--- src/rtl/audio_level_meter_pkg.sv ---
// Shared widths, types and the log2 bar-level helper for the stereo audio level meter.
package audio_meter_pkg;

    localparam int SAMPLE_W     = 16;
    localparam int LEVEL_W      = $clog2(SAMPLE_W);
    localparam int HOLD_WINDOWS = 8;
    localparam int HOLD_TMR_W   = $clog2(HOLD_WINDOWS + 1);

    typedef logic signed [SAMPLE_W-1:0] sample_t;
    typedef logic [SAMPLE_W-1:0]        mag_t;
    typedef logic [LEVEL_W-1:0]         level_t;

    // Bit length of the magnitude, capped so it fits the bar range.
    function automatic level_t msb_level(input mag_t magnitude);
        level_t lvl;
        lvl = '0;
        for (int i = 0; i < SAMPLE_W; i++) begin
            if (magnitude[i]) begin
                lvl = (i + 1 > SAMPLE_W - 1) ? level_t'(SAMPLE_W - 1) : level_t'(i + 1);
            end
        end
        return lvl;
    endfunction

endpackage

--- src/rtl/audio_level_meter_if.sv ---
// Sample input and level output bundle between the I2S receiver, the meter and the bar renderer.
interface audio_level_meter_if;
    import audio_meter_pkg::*;

    logic    sample_valid;
    sample_t left_in;
    sample_t right_in;
    level_t  level_left;
    level_t  level_right;
    logic    level_valid;
    logic    clip_left;
    logic    clip_right;
    level_t  hold_left;
    level_t  hold_right;

    modport master (
        output sample_valid, left_in, right_in,
        input  level_left, level_right, level_valid,
        input  clip_left, clip_right, hold_left, hold_right
    );

    modport slave (
        input  sample_valid, left_in, right_in,
        output level_left, level_right, level_valid,
        output clip_left, clip_right, hold_left, hold_right
    );

endinterface

--- src/rtl/audio_level_meter_channel.sv ---
// One meter channel: abs, window peak/clip, log2 conversion, decay and optional peak hold.
// Peak hold is built only when AUDIO_METER_PEAK_HOLD_EN is defined; otherwise hold is 0.
module meter_channel
    import audio_meter_pkg::*;
(
    input  logic    clk,
    input  logic    rst,
    input  logic    sample_valid,
    input  sample_t sample_in,
    input  logic    acc_valid,
    input  logic    acc_first,
    input  logic    win_done,
    input  logic    raw_done,
    output level_t  level,
    output logic    clip,
    output level_t  hold
);

    localparam sample_t MAX_POS = sample_t'({1'b0, {(SAMPLE_W-1){1'b1}}});
    localparam sample_t MIN_NEG = sample_t'({1'b1, {(SAMPLE_W-1){1'b0}}});

    mag_t   abs_c;
    logic   hit_c;
    mag_t   abs_r;
    logic   hit_r;
    mag_t   peak;
    logic   clip_acc;
    level_t raw_r;
    logic   clip_win;
    level_t level_next;

    // Most negative input has no positive twin; saturate it.
    always_comb begin
        abs_c = mag_t'(sample_in);
        if (sample_in == MIN_NEG) begin
            abs_c = mag_t'(MAX_POS);
        end else if (sample_in[SAMPLE_W-1]) begin
            abs_c = mag_t'(-sample_in);
        end
        hit_c = (sample_in == MAX_POS) || (sample_in == MIN_NEG);
    end

    always_ff @(posedge clk) begin
        if (rst) begin
            abs_r <= '0;
            hit_r <= 1'b0;
        end else if (sample_valid) begin
            abs_r <= abs_c;
            hit_r <= hit_c;
        end
    end

    always_ff @(posedge clk) begin
        if (rst) begin
            peak     <= '0;
            clip_acc <= 1'b0;
        end else if (acc_valid) begin
            if (acc_first) begin
                peak     <= abs_r;
                clip_acc <= hit_r;
            end else begin
                peak     <= (abs_r > peak) ? abs_r : peak;
                clip_acc <= clip_acc | hit_r;
            end
        end
    end

    // A back-to-back window may reload peak on this same edge; the old value is captured here.
    always_ff @(posedge clk) begin
        if (rst) begin
            raw_r    <= '0;
            clip_win <= 1'b0;
        end else if (win_done) begin
            raw_r    <= msb_level(peak);
            clip_win <= clip_acc;
        end
    end

    always_comb begin
        level_next = level;
        if (raw_r >= level) begin
            level_next = raw_r;
        end else begin
            level_next = level - level_t'(1);
        end
    end

    always_ff @(posedge clk) begin
        if (rst) begin
            level <= '0;
            clip  <= 1'b0;
        end else if (raw_done) begin
            level <= level_next;
            clip  <= clip_win;
        end
    end

`ifdef AUDIO_METER_PEAK_HOLD_EN
    logic [HOLD_TMR_W-1:0] hold_tmr;

    // Timer counts the windows still to hold after the last rise.
    always_ff @(posedge clk) begin
        if (rst) begin
            hold     <= '0;
            hold_tmr <= '0;
        end else if (raw_done) begin
            if (level_next >= hold) begin
                hold     <= level_next;
                hold_tmr <= HOLD_TMR_W'(HOLD_WINDOWS);
            end else if (hold_tmr == '0) begin
                hold <= level_next;
            end else begin
                hold_tmr <= hold_tmr - HOLD_TMR_W'(1);
            end
        end
    end
`else
    assign hold = '0;
`endif

endmodule

--- src/rtl/audio_level_meter.sv ---
// Stereo audio level meter top: shared window counter, pipeline valids and two channel instances.
// Optional peak hold is enabled with AUDIO_METER_PEAK_HOLD_EN.
module audio_level_meter
    import audio_meter_pkg::*;
#(
    parameter int WINDOW = 256
)
(
    input  logic clk,
    input  logic rst,
    audio_level_meter_if.slave bus
);

    localparam int CNT_W = $clog2(WINDOW);

    logic [CNT_W-1:0] win_cnt;
    logic             acc_valid;
    logic             acc_first;
    logic             acc_last;
    logic             win_done;
    logic             raw_done;
    logic             level_valid_r;

    assign acc_first = (win_cnt == '0);
    assign acc_last  = (win_cnt == CNT_W'(WINDOW - 1));

    // acc_valid -> win_done -> raw_done -> level_valid, one edge each.
    always_ff @(posedge clk) begin
        if (rst) begin
            acc_valid     <= 1'b0;
            win_done      <= 1'b0;
            raw_done      <= 1'b0;
            level_valid_r <= 1'b0;
            win_cnt       <= '0;
        end else begin
            acc_valid     <= bus.sample_valid;
            win_done      <= acc_valid && acc_last;
            raw_done      <= win_done;
            level_valid_r <= raw_done;
            if (acc_valid) begin
                win_cnt <= acc_last ? '0 : win_cnt + CNT_W'(1);
            end
        end
    end

    assign bus.level_valid = level_valid_r;

    meter_channel u_left (
        .clk          (clk),
        .rst          (rst),
        .sample_valid (bus.sample_valid),
        .sample_in    (bus.left_in),
        .acc_valid    (acc_valid),
        .acc_first    (acc_first),
        .win_done     (win_done),
        .raw_done     (raw_done),
        .level        (bus.level_left),
        .clip         (bus.clip_left),
        .hold         (bus.hold_left)
    );

    meter_channel u_right (
        .clk          (clk),
        .rst          (rst),
        .sample_valid (bus.sample_valid),
        .sample_in    (bus.right_in),
        .acc_valid    (acc_valid),
        .acc_first    (acc_first),
        .win_done     (win_done),
        .raw_done     (raw_done),
        .level        (bus.level_right),
        .clip         (bus.clip_right),
        .hold         (bus.hold_right)
    );

endmodule
--- src/flat_wrapper.sv ---
// flat-port wrapper written by rule: the top's interface ports become plain ports
module audio_level_meter_flat import audio_meter_pkg::*;
#(
    parameter int WINDOW = 256
)
  (clk, rst, bus_sample_valid, bus_left_in, bus_right_in, bus_level_left, bus_level_right, bus_level_valid, bus_clip_left, bus_clip_right, bus_hold_left, bus_hold_right);
  audio_level_meter_if bus_i ();
  input  logic clk;
  input  logic rst;
  input wire logic [$bits(bus_i.sample_valid)-1:0] bus_sample_valid;
  input wire logic [$bits(bus_i.left_in)-1:0] bus_left_in;
  input wire logic [$bits(bus_i.right_in)-1:0] bus_right_in;
  output wire logic [$bits(bus_i.level_left)-1:0] bus_level_left;
  output wire logic [$bits(bus_i.level_right)-1:0] bus_level_right;
  output wire logic [$bits(bus_i.level_valid)-1:0] bus_level_valid;
  output wire logic [$bits(bus_i.clip_left)-1:0] bus_clip_left;
  output wire logic [$bits(bus_i.clip_right)-1:0] bus_clip_right;
  output wire logic [$bits(bus_i.hold_left)-1:0] bus_hold_left;
  output wire logic [$bits(bus_i.hold_right)-1:0] bus_hold_right;
  assign bus_i.sample_valid = bus_sample_valid;
  assign bus_i.left_in = bus_left_in;
  assign bus_i.right_in = bus_right_in;
  assign bus_level_left = bus_i.level_left;
  assign bus_level_right = bus_i.level_right;
  assign bus_level_valid = bus_i.level_valid;
  assign bus_clip_left = bus_i.clip_left;
  assign bus_clip_right = bus_i.clip_right;
  assign bus_hold_left = bus_i.hold_left;
  assign bus_hold_right = bus_i.hold_right;
  audio_level_meter #(.WINDOW(WINDOW)) u_core (.clk(clk), .rst(rst), .bus(bus_i));
endmodule
--- config.mk ---
export PLATFORM = sky130hd
export DESIGN_NAME = audio_level_meter_flat
export DESIGN_NICKNAME = d
export VERILOG_FILES = /design/src/rtl/audio_level_meter_pkg.sv /design/src/rtl/audio_level_meter_if.sv /design/src/rtl/audio_level_meter_channel.sv /design/src/rtl/audio_level_meter.sv /design/src/flat_wrapper.sv
export SDC_FILE = /design/constraint.sdc
export NUM_CORES = 1
export LEC_CHECK = 0
export CAP_MARGIN = 25
export CORE_MARGIN = 5
export CORE_UTILIZATION = 35
export CTS_BUF_LIST = sky130_fd_sc_hd__clkbuf_16
export DETAILED_ROUTE_END_ITERATION = 8
export MAX_ROUTING_LAYER = met4
export SLEW_MARGIN = 10
export SYNTH_ARGS = -nofsm -noshare
export SYNTH_HDL_FRONTEND = slang
export SYNTH_SLANG_ARGS = --single-unit
--- constraint.sdc ---
create_clock -name clk -period 2.6 [get_ports clk]
set_clock_uncertainty 0.05 [all_clocks]
set_input_delay 0.52 -clock clk [delete_from_list [all_inputs] [get_ports clk]]
set_output_delay 0.52 -clock clk [all_outputs]
set_load 0.05 [all_outputs]
==> results.sh <==
export IMPL_status="finished clean"
export IMPL_postRouteWirelength_um=13100
export IMPL_dp_hpwl_um=10100
export IMPL_setup_viol=0
export IMPL_synthFlopType="dfxtp_1"
export IMPL_dp_cells=929
export IMPL_cp_end_kind="flip-flop"
export IMPL_port_buffers=45
export IMPL_postCtsSetupRepairBufs=0
export IMPL_r2r_start="u_core.u_left.raw_r[0]"
export IMPL_track_usage_pct=14.7
export IMPL_powerDensity_nw_per_um2=548
export IMPL_p_comb_share_pct=19.0
export IMPL_chipWidth_um=138
export IMPL_ys_async_sr_fraction_pct=0
export IMPL_r2r_setup_slack_ns=0.22
export IMPL_drc_errors=0
export IMPL_hold_depth=2
export IMPL_switching_share_pct=27.3
export IMPL_ys_ff_latch=100
export IMPL_crit_path_start="bus_left_in[3]"
export IMPL_place_ws_ns=-0.176
export IMPL_cp_max_fo=4
export IMPL_setup_ws_ns=0.207
export IMPL_syn_avg_cell_area_sq_um=8.70
export IMPL_std_cell_rows=46
export IMPL_vdd_drop_max_v=0.000357
export IMPL_hold_path_end="u_core.u_right.peak[0]"
export IMPL_dr_first_iter_drc_count=197
export IMPL_reg2regPathDepth=8
export IMPL_viasPerCell=5.12
export IMPL_antennaDiodeCount=0
export IMPL_power_frac_seq_pct=44.2
export IMPL_grt_pass1_wl_um=22200
export IMPL_grt_pass1_vias=4601
export IMPL_clock_power_share_pct=36.8
export IMPL_slew_viol_final=0
export IMPL_relSlewSlack_pct=46.9
export IMPL_final_common_cell="nor2_1"
export IMPL_overflow=0
export IMPL_fillCellCount=1587
export IMPL_hold_viol_final=0
export IMPL_final_min_clock_period_ns=2.39
export IMPL_syn_to_final_growth_pct=21.2
export IMPL_cts_sinks=100
export IMPL_regArea_sq_um=2000
export IMPL_netlist_area_sq_um=5710
export IMPL_ys_seq_area_share_pct=35.0
export IMPL_startpoint_type="input pin"
export IMPL_holdCritStartpoint="u_core.u_right.abs_r[0]"
export IMPL_worstMarginPinSlew_ns=0.795
export IMPL_numCtsBuffers=9
export IMPL_multi_input_area_sq_um=3390
export IMPL_routedWlPerCell_um=13.9
export IMPL_globalplace_congestion=0.868
export IMPL_cp_required_ns=2.80
export IMPL_root_buffer="clkbuf_16"
export IMPL_cts_tree="yes"
export IMPL_core_sq_um=15900
export IMPL_max_clock_freq_mhz=418
export IMPL_pin_count=54
export IMPL_switchingPower_w=0.00104
export IMPL_r2r_end="u_core.u_left.level[2]"
export IMPL_clk_latency_ns=0.35
export IMPL_maxCapViolCount=0
export IMPL_clkTransAtPathRegs_ns=0.07
export IMPL_worstPathArrival_ns=2.60
export IMPL_ys_warn_count=0
export IMPL_die_h_um=138
export IMPL_drt_pass1_iterations=4
export IMPL_start_util_pct=35.8
export IMPL_path_class="in -> reg"
export IMPL_power_leakage_nw=2.70
export IMPL_nets=807
export IMPL_clockBufferDepth=2
export IMPL_finalCritPeriodShare_pct=92.0
export IMPL_netlist_instances=657
export IMPL_drtAntennaViolNets=0
export IMPL_yosysUniqueCellTypes=54
export IMPL_antenna_found_initial=0
export IMPL_p_int_w=0.00276
export IMPL_grt_max_degree=58
export IMPL_most_common_layout_cells="99 x nor2_1, 98 x dfxtp_1, 51 x inv_1"
export IMPL_rsz0062_at_grt="no"
export IMPL_die_area_sq_um=19000
export IMPL_synth_edf_count=0
export IMPL_vias=4843
export IMPL_fin_cells=945
export IMPL_h_tree_depth=3
export IMPL_drive_gt1_share_pct=10.6
export IMPL_hp_class="reg -> reg"
## critical path: stages
cell and delay (ns):
clkdlybuf4s50_1 0.41, or4_4 0.55, or3_4 0.41, nor4_4 0.18
a21oi_2 0.13, buf_4 0.17, a211oi_1 0.22
## layout make-up
cell class / instances / share of cell area [%]
well taps: 216 / 3.90
inverters: 50 / 2.71
multi-input cells: 479 / 48.9
repair buffers: 84 / 11.1
flip-flops and latches: 100 / 28.9
clock buffers: 9 / 3.25
clock inverters: 7 / 1.21
## how the worst max path moves through the flow
stage | end | slack [ns] | cells after the start
after global routing | u_core.u_left.peak[4] | 0.04 | 9
after CTS | u_core.u_left.peak[5] | 0.12 | 9
after detailed placement | u_core.u_left.abs_r[3] | -0.18 | 7
after floorplan | u_core.u_right.level[2] | 0.04 | 7
final | u_core.u_left.abs_r[2] | 0.21 | 7
after global placement | u_core.u_left.abs_r[4] | -0.09 | 7
## registers in the layout (all words and copies together) (netlist names)
| signal | count |
|---|---|
| u_core.win_done | 1 |
| u_core.bus.level_valid | 1 |
| u_core.u_right.raw_r | 4 |
| u_core.u_left.clip_acc | 1 |
| u_core.win_cnt | 8 |
| u_core.u_right.abs_r | 16 |
| u_core.u_left.level | 4 |
| u_core.raw_done | 1 |
| u_core.u_right.clip_acc | 1 |
| u_core.u_left.abs_r | 16 |
| u_core.u_left.raw_r | 4 |
| u_core.u_left.hit_r | 1 |
| u_core.u_left.clip_win | 1 |
| u_core.u_right.clip_win | 1 |
| u_core.u_right.level | 4 |
| u_core.u_right.clip | 1 |
| u_core.u_left.clip | 1 |
| u_core.u_right.hit_r | 1 |
| u_core.acc_valid | 1 |
| u_core.u_left.peak | 16 |
| u_core.u_right.peak | 16 |
## cell families (layout without fill, tap and decap cells)
| family | Yosys count | count (layout) | synth area share (%) |
|---|---|---|---|
| and+or+nand+nor | 220 | 220 | 19.1 |
| AOI/OAI and AO/OA | 132 | 132 | 17.1 |
| DFF | 100 | 100 | 35.0 |
| buffers and inverters | 85 | 150 | 6.39 |
| adders and majority gates | 48 | 48 | 10.5 |
| muxes | 40 | 40 | 7.01 |
| xor gates and xnor gates | 31 | 31 | 4.75 |
| other | 1 | 8 | 0.0656 |
## power by group through the flow
stage                     sequential [W]  combinational (W)  clock (W)
after global placement           0.00171           0.000694          0
after global routing             0.00169           0.000809    0.00150
final                            0.00168           0.000723    0.00140
after CTS                        0.00168           0.000718    0.00144
after detailed placement         0.00171           0.000712          0
after floorplan                  0.00168           0.000494          0
## repair_timing
action                     4_1_cts  5_1_grt
setup endpoints to repair        0       12
resized for setup                0        3
hold buffers                     0        0
## through the flow
step | utilization (%) | total power [W] | TNS (ns) | cell area (sq um) | hold slack (ns)
detailed placement | 41.4 | 0.00242 | -1.77 | 6600 | 0.433
floorplan | - | 0.00218 | 0 | 5740 | 0.408
CTS | 43.3 | 0.00383 | 0 | 6910 | 0.446
global placement | 41.4 | 0.00240 | -1.07 | 6600 | 0.420
global route | 43.4 | 0.00399 | 0 | 6920 | 0.467
finish | 43.4 | 0.00380 | 0 | 6920 | 0.440
## cell usage after synthesis (5+ instances only)
cell type  instances  area, sq um
inv_1             49          184
nor3_1            17         85.1
or3_1              5         31.3
mux2i_1           40          400
dfxtp_1          100         2000
o21ai_0           14         70.1
nand2_1           31          116
o31ai_1            9         67.6
o311ai_0           6         52.6
buf_4             10         75.1
clkbuf_1          19         71.3
a21oi_1           28          140
xnor2_1            5         43.8
nand4_1           17          106
nand3_1            9         45.0
a211oi_2          10          125
nor2b_1            7         43.8
nor2_1            99          372
ha_1              48          601
o41ai_1            8         70.1
o211ai_1           5         37.5
xor2_1            26          228
a211oi_1          26          195
nand2b_1           6         37.5
## per-layer routing
metal | vias to the layer above | track usage (%) | wire [um]
li1 | 2479 | - | -
met1 | 2261 | 20.6 | 6670
met2 | 87 | 21.9 | 5750
met3 | 16 | 1.61 | 484
met4 | 0 | 5.65 | 232
met5 | - | - | 0
(Power assumes the default switching activity.)
